[src/rtl/reg_writeback.sv]
// Register-file write master: merges vector ALU results and multi-beat memory
// loads into a single registered write port, loads taking priority over ALU.
module reg_writeback #(
  parameter int registerSize  = 8,
  parameter int vectorSize    = 4,
  parameter int selectionBits = 3
) (
  input  logic                                 clk,
  input  logic                                 reset,
  input  logic                                 aluValid,
  output logic                                 aluReady,
  input  logic [selectionBits:0]               aluDest,
  input  logic [vectorSize*registerSize-1:0]   aluData,
  input  logic                                 memValid,
  output logic                                 memReady,
  input  logic [selectionBits:0]               memDest,
  input  logic [registerSize-1:0]              memData,
  output logic                                 regWrEnSc,
  output logic                                 regWrEnVec,
  output logic [selectionBits:0]               regToWrite,
  output logic [vectorSize*registerSize-1:0]   dataIn,
  output logic                                 busy
);

  localparam int DATA_W = vectorSize * registerSize;
  localparam int CNT_W  = (vectorSize > 1) ? $clog2(vectorSize) : 1;
  localparam logic [CNT_W-1:0] LAST_LANE = CNT_W'(vectorSize - 1);

  typedef enum logic [1:0] {IDLE, COLLECT, COMMIT} state_t;

  state_t                  state, state_next;
  logic [CNT_W-1:0]        lane_cnt;
  logic [registerSize-1:0] lanes [vectorSize];
  logic [selectionBits:0]  load_dest;
  logic [DATA_W-1:0]       load_data;

  logic                    alu_full;
  logic [selectionBits:0]  alu_dest_q;
  logic [DATA_W-1:0]       alu_data_q;

  logic                    mem_accept, alu_accept, alu_drain;
  logic                    sel_valid;
  logic [selectionBits:0]  sel_dest;
  logic [DATA_W-1:0]       sel_data;

  assign mem_accept = memValid && memReady;
  assign alu_accept = aluValid && aluReady;
  assign alu_drain  = alu_full && (state != COMMIT);
  assign aluReady   = !alu_full || (state != COMMIT);
  assign busy       = (state != IDLE) || alu_full;

  // NOTE: sequential state uses non-blocking (<=) so every flop samples
  // pre-edge values regardless of process ordering.
  always_ff @(posedge clk or posedge reset) begin
    if (reset) state <= IDLE;
    else       state <= state_next;
  end

  // NOTE: every always_comb output gets a default first, so no path leaves
  // it unassigned and no latch is inferred.
  always_comb begin
    state_next = state;
    case (state)
      IDLE: begin
        if (mem_accept) state_next = memDest[selectionBits] ? COMMIT : COLLECT;
      end
      COLLECT: begin
        if (mem_accept && lane_cnt == LAST_LANE) state_next = COMMIT;
      end
      COMMIT:  state_next = IDLE;
      default: state_next = IDLE;
    endcase
  end

  always_comb begin
    memReady  = 1'b1;
    sel_valid = 1'b0;
    sel_dest  = '0;
    sel_data  = '0;
    if (state == COMMIT) begin
      memReady  = 1'b0;
      sel_valid = 1'b1;
      sel_dest  = load_dest;
      sel_data  = load_data;
    end else if (alu_full) begin
      sel_valid = 1'b1;
      sel_dest  = alu_dest_q;
      sel_data  = alu_data_q;
    end
  end

  always_comb begin
    load_data = '0;
    for (int i = 0; i < vectorSize; i++)
      load_data[i*registerSize +: registerSize] = lanes[i];
  end

  // NOTE: lane storage is small flop storage, so it takes the async reset
  // like any other state; a partial vector never survives a reset.
  always_ff @(posedge clk or posedge reset) begin
    if (reset) begin
      lane_cnt  <= '0;
      load_dest <= '0;
      lanes     <= '{default: '0};
    end else if (mem_accept) begin
      if (state == IDLE) begin
        // Clearing the upper lanes gives scalar loads their zero padding.
        load_dest <= memDest;
        lanes     <= '{default: '0};
        lanes[0]  <= memData;
        lane_cnt  <= CNT_W'(1);
      end else begin
        lanes[lane_cnt] <= memData;
        lane_cnt        <= lane_cnt + 1'b1;
      end
    end
  end

  // A result accepted in the draining cycle refills the buffer directly.
  always_ff @(posedge clk or posedge reset) begin
    if (reset) begin
      alu_full   <= 1'b0;
      alu_dest_q <= '0;
      alu_data_q <= '0;
    end else if (alu_accept) begin
      alu_full   <= 1'b1;
      alu_dest_q <= aluDest;
      alu_data_q <= aluData;
    end else if (alu_drain) begin
      alu_full   <= 1'b0;
    end
  end

  // Destination and data hold their last value when no write is issued.
  always_ff @(posedge clk or posedge reset) begin
    if (reset) begin
      regWrEnSc  <= 1'b0;
      regWrEnVec <= 1'b0;
      regToWrite <= '0;
      dataIn     <= '0;
    end else begin
      regWrEnSc  <= sel_valid &&  sel_dest[selectionBits];
      regWrEnVec <= sel_valid && !sel_dest[selectionBits];
      if (sel_valid) begin
        regToWrite <= sel_dest;
        dataIn     <= sel_data;
      end
    end
  end

endmodule

[config.mk]
export PLATFORM = sky130hd
export DESIGN_NAME = reg_writeback
export DESIGN_NICKNAME = d
export VERILOG_FILES = /design/src/rtl/reg_writeback.sv
export SDC_FILE = /design/constraint.sdc
export NUM_CORES = 1
export LEC_CHECK = 0
export BUFFER_PORTS_ARGS = -buffer_cell sky130_fd_sc_hd__clkbuf_2
export CELL_PAD_IN_SITES_DETAIL_PLACEMENT = 0
export CELL_PAD_IN_SITES_GLOBAL_PLACEMENT = 2
export CORE_ASPECT_RATIO = 1.1
export CORE_UTILIZATION = 33
export DETAILED_ROUTE_END_ITERATION = 7
export PLACE_DENSITY = 0.78
export SYNTH_ARGS = -nofsm -noshare
export SYNTH_HDL_FRONTEND = slang
export SYNTH_SLANG_ARGS = --single-unit
[constraint.sdc]
create_clock -name clk -period 4.1 [get_ports clk]
set_input_delay 0.82 -clock clk [delete_from_list [all_inputs] [get_ports clk]]
set_output_delay 0.82 -clock clk [all_outputs]
set_load 0.01 [all_outputs]
* Word-level counts from Yosys, hierarchy flattened *
Cells that the tools add are included.

storage, ports and cells
  bits in registers = 115
  latch bits = 0
  memory bits (writable) = 0
  memory bits (read-only) = 0
  memories = 0

operators by class
  add/sub/neg operators = 1
  multipliers = 0
  divide/modulo/power cells = 0
  $lt $le $gt $ge = 2
  eq/ne operators = 6
  shift-type cells = 0
  multiplexer cells = 18
  bitwise gates (word level) = 1
  reduce and logical (&&, ||, !) cells = 16

operators with widths
  cell                                                                   count
  32-bit 2-to-1 mux                                                      3
  32-bit bitwise mux                                                     1
  8-bit demux with 2-bit select                                          1
  2-bit 2-to-1 mux                                                       4
  4-bit 2-to-1 mux                                                       2
  8-bit 2-to-1 mux                                                       1
  1-bit logical AND                                                      7
  2-bit inequality test (second input constant)                          3
  1-bit 2-to-1 mux                                                       5
  2-bit == test (second input constant)                                  2
  2-bit case mux with 2 select lines                                     1
  2-bit AND reduction                                                    2
  2-bit nonzero test                                                     2
  3-bit >= comparator (second input constant)                            1
  3-bit by 1-bit < comparator with 1-bit output (second input constant)  1
  2-bit inverter with 3-bit output                                       1
  2-bit by 1-bit adder with 2-bit output (second input constant)         1
  2-bit by 1-bit == test with 1-bit output (second input constant)       1
  1-bit zero test                                                        2
  2-bit zero test                                                        1
  1-bit logical OR                                                       2

* Depth between registers and ports, before layout *
  depth in word-level cells = 7
  depth in mapped cells = 7
  mapped depth without buffers = 5

* Least setup slack after synthesis *
Ideal clock, no wire load.

  path kind = reg2out
  start = register alu_full
  end = output port busy
  data arrival time = 1182 ps
  required time = 3280 ps
  path slack = 2098 ps
  cell stages (with the launch flop) = 5
  buffers on the path = 3
  cell sequence = dfrtp_1 > buf_2 > buf_4 > buf_4 > or3_1

between the ends
  longest elaborated chain between the ends = 1

ends and longest elaborated chain
  element                 RTL line  source
  from (decl)             37        logic alu_full;
  from (signal assigned)  122       alu_full <= 1'b0;
  from (signal assigned)  126       alu_full <= 1'b1;
  from (signal assigned)  130       alu_full <= 1'b0;
  1-bit logical OR        50        assign busy = (state != IDLE) || alu_full;
  to (decl)               22        output logic busy

No other way between the ends.

* Worst setup path after layout *
Same ends and word-level chain as after synthesis.

==> impl_metrics.csv <==
group,metric,value,unit
routing,drt_iter0_markers,186,
power,ir_drop,288.2,µV
cts,htree_levels,4,
layout,fin_util,41.37,%
outcome,outcome,"finished with violations",
layout,layout_commonest_cell,"dfrtp_1",
routing,vias,3321,
worst_setup_path,crit_type,"flop to output port",
logic_synthesis,synthesis.instances,413,
placement,gp_congestion,0.7431,
cts,cts_tree,"built",
job,drv_cap,0,
cts,postCtsHoldBufs,0,
floorplanning,row_count,47,
worst_setup_path,critPathMaxStageDelay,0.62,ns
layout,final_cell_area,6203,µm²
sta,worst_slew_pin_slew,0.8813,ns
worst_setup_path,r2r-start,"alu_full",
power,finalPower,4.448,mW
worst_setup_path,crit_fanout,21,
global_routing,grt_pass1_wl,17970,µm
global_routing,grt_max_degree,73,
floorplanning,dieWidth,120.0,µm
routing,drc,2,
floorplanning,dieHeight,131.8,µm
worst_setup_path,start_kind,"flop",
sta,min_period,2.395,ns
routing,wl,10660,µm
layout,diodes,0,
global_routing,first_global_vias,3487,
worst_setup_path,endpoint_kind,"output port",
placement,hpwl,7109,µm
logic_synthesis,synthesis.nets,469,
logic_synthesis,ys_ff_latch,115,
routing,via_per_inst,4.697,
layout,syn2layout_area_growth,22.81,%
worst_setup_path,crit_chain,"or3_1 > clkbuf_2",
cts,post_cts_resized,0,
routing,antenna_left,0,
logic_synthesis,ys_warn_count,0,
outcome,violations,"DRC",
worst_setup_path,crit_start,"alu_full",
cts,clkTransAtPathRegs,0.05,ns
logic_synthesis,synth.distinct_cells,30,
power,leakage,2.927,nW
logic_synthesis,syn-cell-area,5051,µm²
floorplanning,start_util,33.68,%
cts,cts_sinks,115,
sta,grt_setup_unrepaired,"no",
sta,hold_violations,0,
global_routing,grt.total_usage,14.75,%
logic_synthesis,synth-seq-area-share,56.97,%
cts,postCtsSetupBuffers,0,
sta,slew_headroom,41.25,%
cts,clk_path_buf_depth,2,
power,powerDensity,716.9,nW/µm²
sta,clock_skew,0.008424,ns
logic_synthesis,syn_area_per_cell,12.23,µm²
worst_setup_path,cp.arrival,1.58,ns
routing,detail_route.wl_per_cell,15.08,µm
sta,final.period_utilization,58.42,%
worst_setup_path,cp_data_required_time,3.28,ns
sta,fin_tns_setup,0,ns
cts,cts_inserted_buffers,17,
layout,layout.nets,556,
placement,place_area,5629,µm²
cts,clk_latency,0.41,ns
worst_hold_path,min_from,"alu_data_q[28]",
worst_setup_path,crit_slowest_cell,"dfrtp_2",
routing,drt_pass1_iterations,6,
placement,numPortBuffers,92,
global_routing,overflow,0,
sta,timing.fmax,417.5,MHz
cts,clock-root-buffer,"clkbuf_16",
floorplanning,pin_count,93,
layout,drive_gt1_share,35.42,%
layout,layout_common_cells,"dfrtp_1, clkbuf_2, o21ai_0, mux2_2, nand2_1",
floorplanning,design.core.area,15000,µm²
sta,setup_viol,0,
worst_hold_path,worstHoldPathType,"flop to flop",
floorplanning,die-area,15810,µm²
global_routing,antenna_found_initial,0,
sta,slew_violations,0,
## where the power goes
part           internal (mW)  switching [mW]  leakage [nW]
Sequential              1.56           0.281          1.39
Clock                  0.934           0.465         0.288
Combinational          0.595           0.608          1.25
Total                   3.09            1.35          2.93
## cells by family (layout without fill, tap and decap cells)
| group | after synthesis | in the layout | synth area share, % |
|---|---|---|---|
| AND/OR/NAND/NOR | 68 | 68 | 6.738 |
| AO/OA/AOI/OAI | 90 | 90 | 11.57 |
| multiplexers | 84 | 84 | 18.43 |
| buffers and inverters | 52 | 150 | 5.301 |
| adder cells (fa/ha/maj) | 4 | 4 | 0.9909 |
| flip-flops | 115 | 115 | 56.97 |
## state kept, by name (all words and copies together) (netlist names)
signal	cells
alu_data_q	32
dataIn	32
lanes	32
alu_dest_q	4
load_dest	4
regToWrite	4
lane_cnt	2
state	2
alu_full	1
regWrEnSc	1
regWrEnVec	1
## synthesized netlist by cell type
cell / instances / share of area [%]
mux2_2: 39 / 8.7
mux2_1: 1 / 0.22
dfrtp_1: 115 / 57
nor2b_1: 1 / 0.12
inv_6: 1 / 0.17
nand3b_4: 1 / 0.40
a21oi_1: 2 / 0.20
a32o_1: 1 / 0.20
nand3_4: 1 / 0.35
inv_1: 22 / 1.6
or3_1: 1 / 0.12
ha_1: 4 / 0.99
nand2_4: 2 / 0.45
buf_6: 6 / 1.3
nor2_1: 3 / 0.22
mux2_4: 8 / 2.4
mux2i_1: 36 / 7.1
a22o_1: 32 / 5.5
and2_1: 1 / 0.12
and3_1: 1 / 0.12
o21ai_0: 52 / 5.2
clkbuf_1: 9 / 0.67
nand2_1: 37 / 2.7
a311oi_1: 1 / 0.17
nand2b_1: 4 / 0.50
nand3_1: 16 / 1.6
a31oi_1: 1 / 0.12
buf_4: 2 / 0.30
a31o_2: 1 / 0.17
buf_2: 12 / 1.2
## critical path, delay by kind of cell, from the launching register on
family        cells  cell delay (ns)
buf+inv           1             0.14
simple gates      1             0.41
flops             1             0.62
## through the flow
| stage | hold WS, ns | std cells | setup WS [ns] |
|---|---|---|---|
| 2_1_floorplan | 0.4460 | 413 | 0.2359 |
| 3_3_place_gp | 0.4797 | 677 | 1.975 |
| 3_5_place_dp | 0.4868 | 677 | 1.926 |
| 4_1_cts | 0.4992 | 707 | 1.648 |
| 5_1_grt | 0.5158 | 707 | 1.633 |
| 6_report | 0.4902 | 707 | 1.705 |
## worst paths after layout
check                            endpoint  slack (ns)  depth (start not counted)
max                                  busy        1.70                          2
min                        alu_data_q[28]        0.49                          1
max reg2reg                alu_data_q[19]        2.20                          3
min reg2reg                alu_data_q[28]        0.49                          1
max in group asynchronous      dataIn[25]        2.63                          3
min in group asynchronous     lane_cnt[0]        0.61                          2
## layout make-up
type | instances | area, µm²
fillers | 1456 | 8792
multi-input cells | 246 | 1913
clock inverters | 4 | 45.04
flip-flops and latches | 115 | 2879
clock buffers | 26 | 529.3
inverters | 23 | 93.84
well taps | 196 | 245.2
repair buffers | 97 | 498.0
## per-layer routing
metal / wire [µm] / global-route usage [%] / vias to the layer above / part of all wire, %
met2: 5166 / 23.85 / 64 / 48
met1: 4927 / 18.54 / 1613 / 46
met3: 361 / 3.633 / 15 / 3.4
met5: 0 / 0 / - / 0
li1: - / - / 1629 / -
met4: 206 / 6.667 / 0 / 1.9
Power figures use the tool's default switching activity.
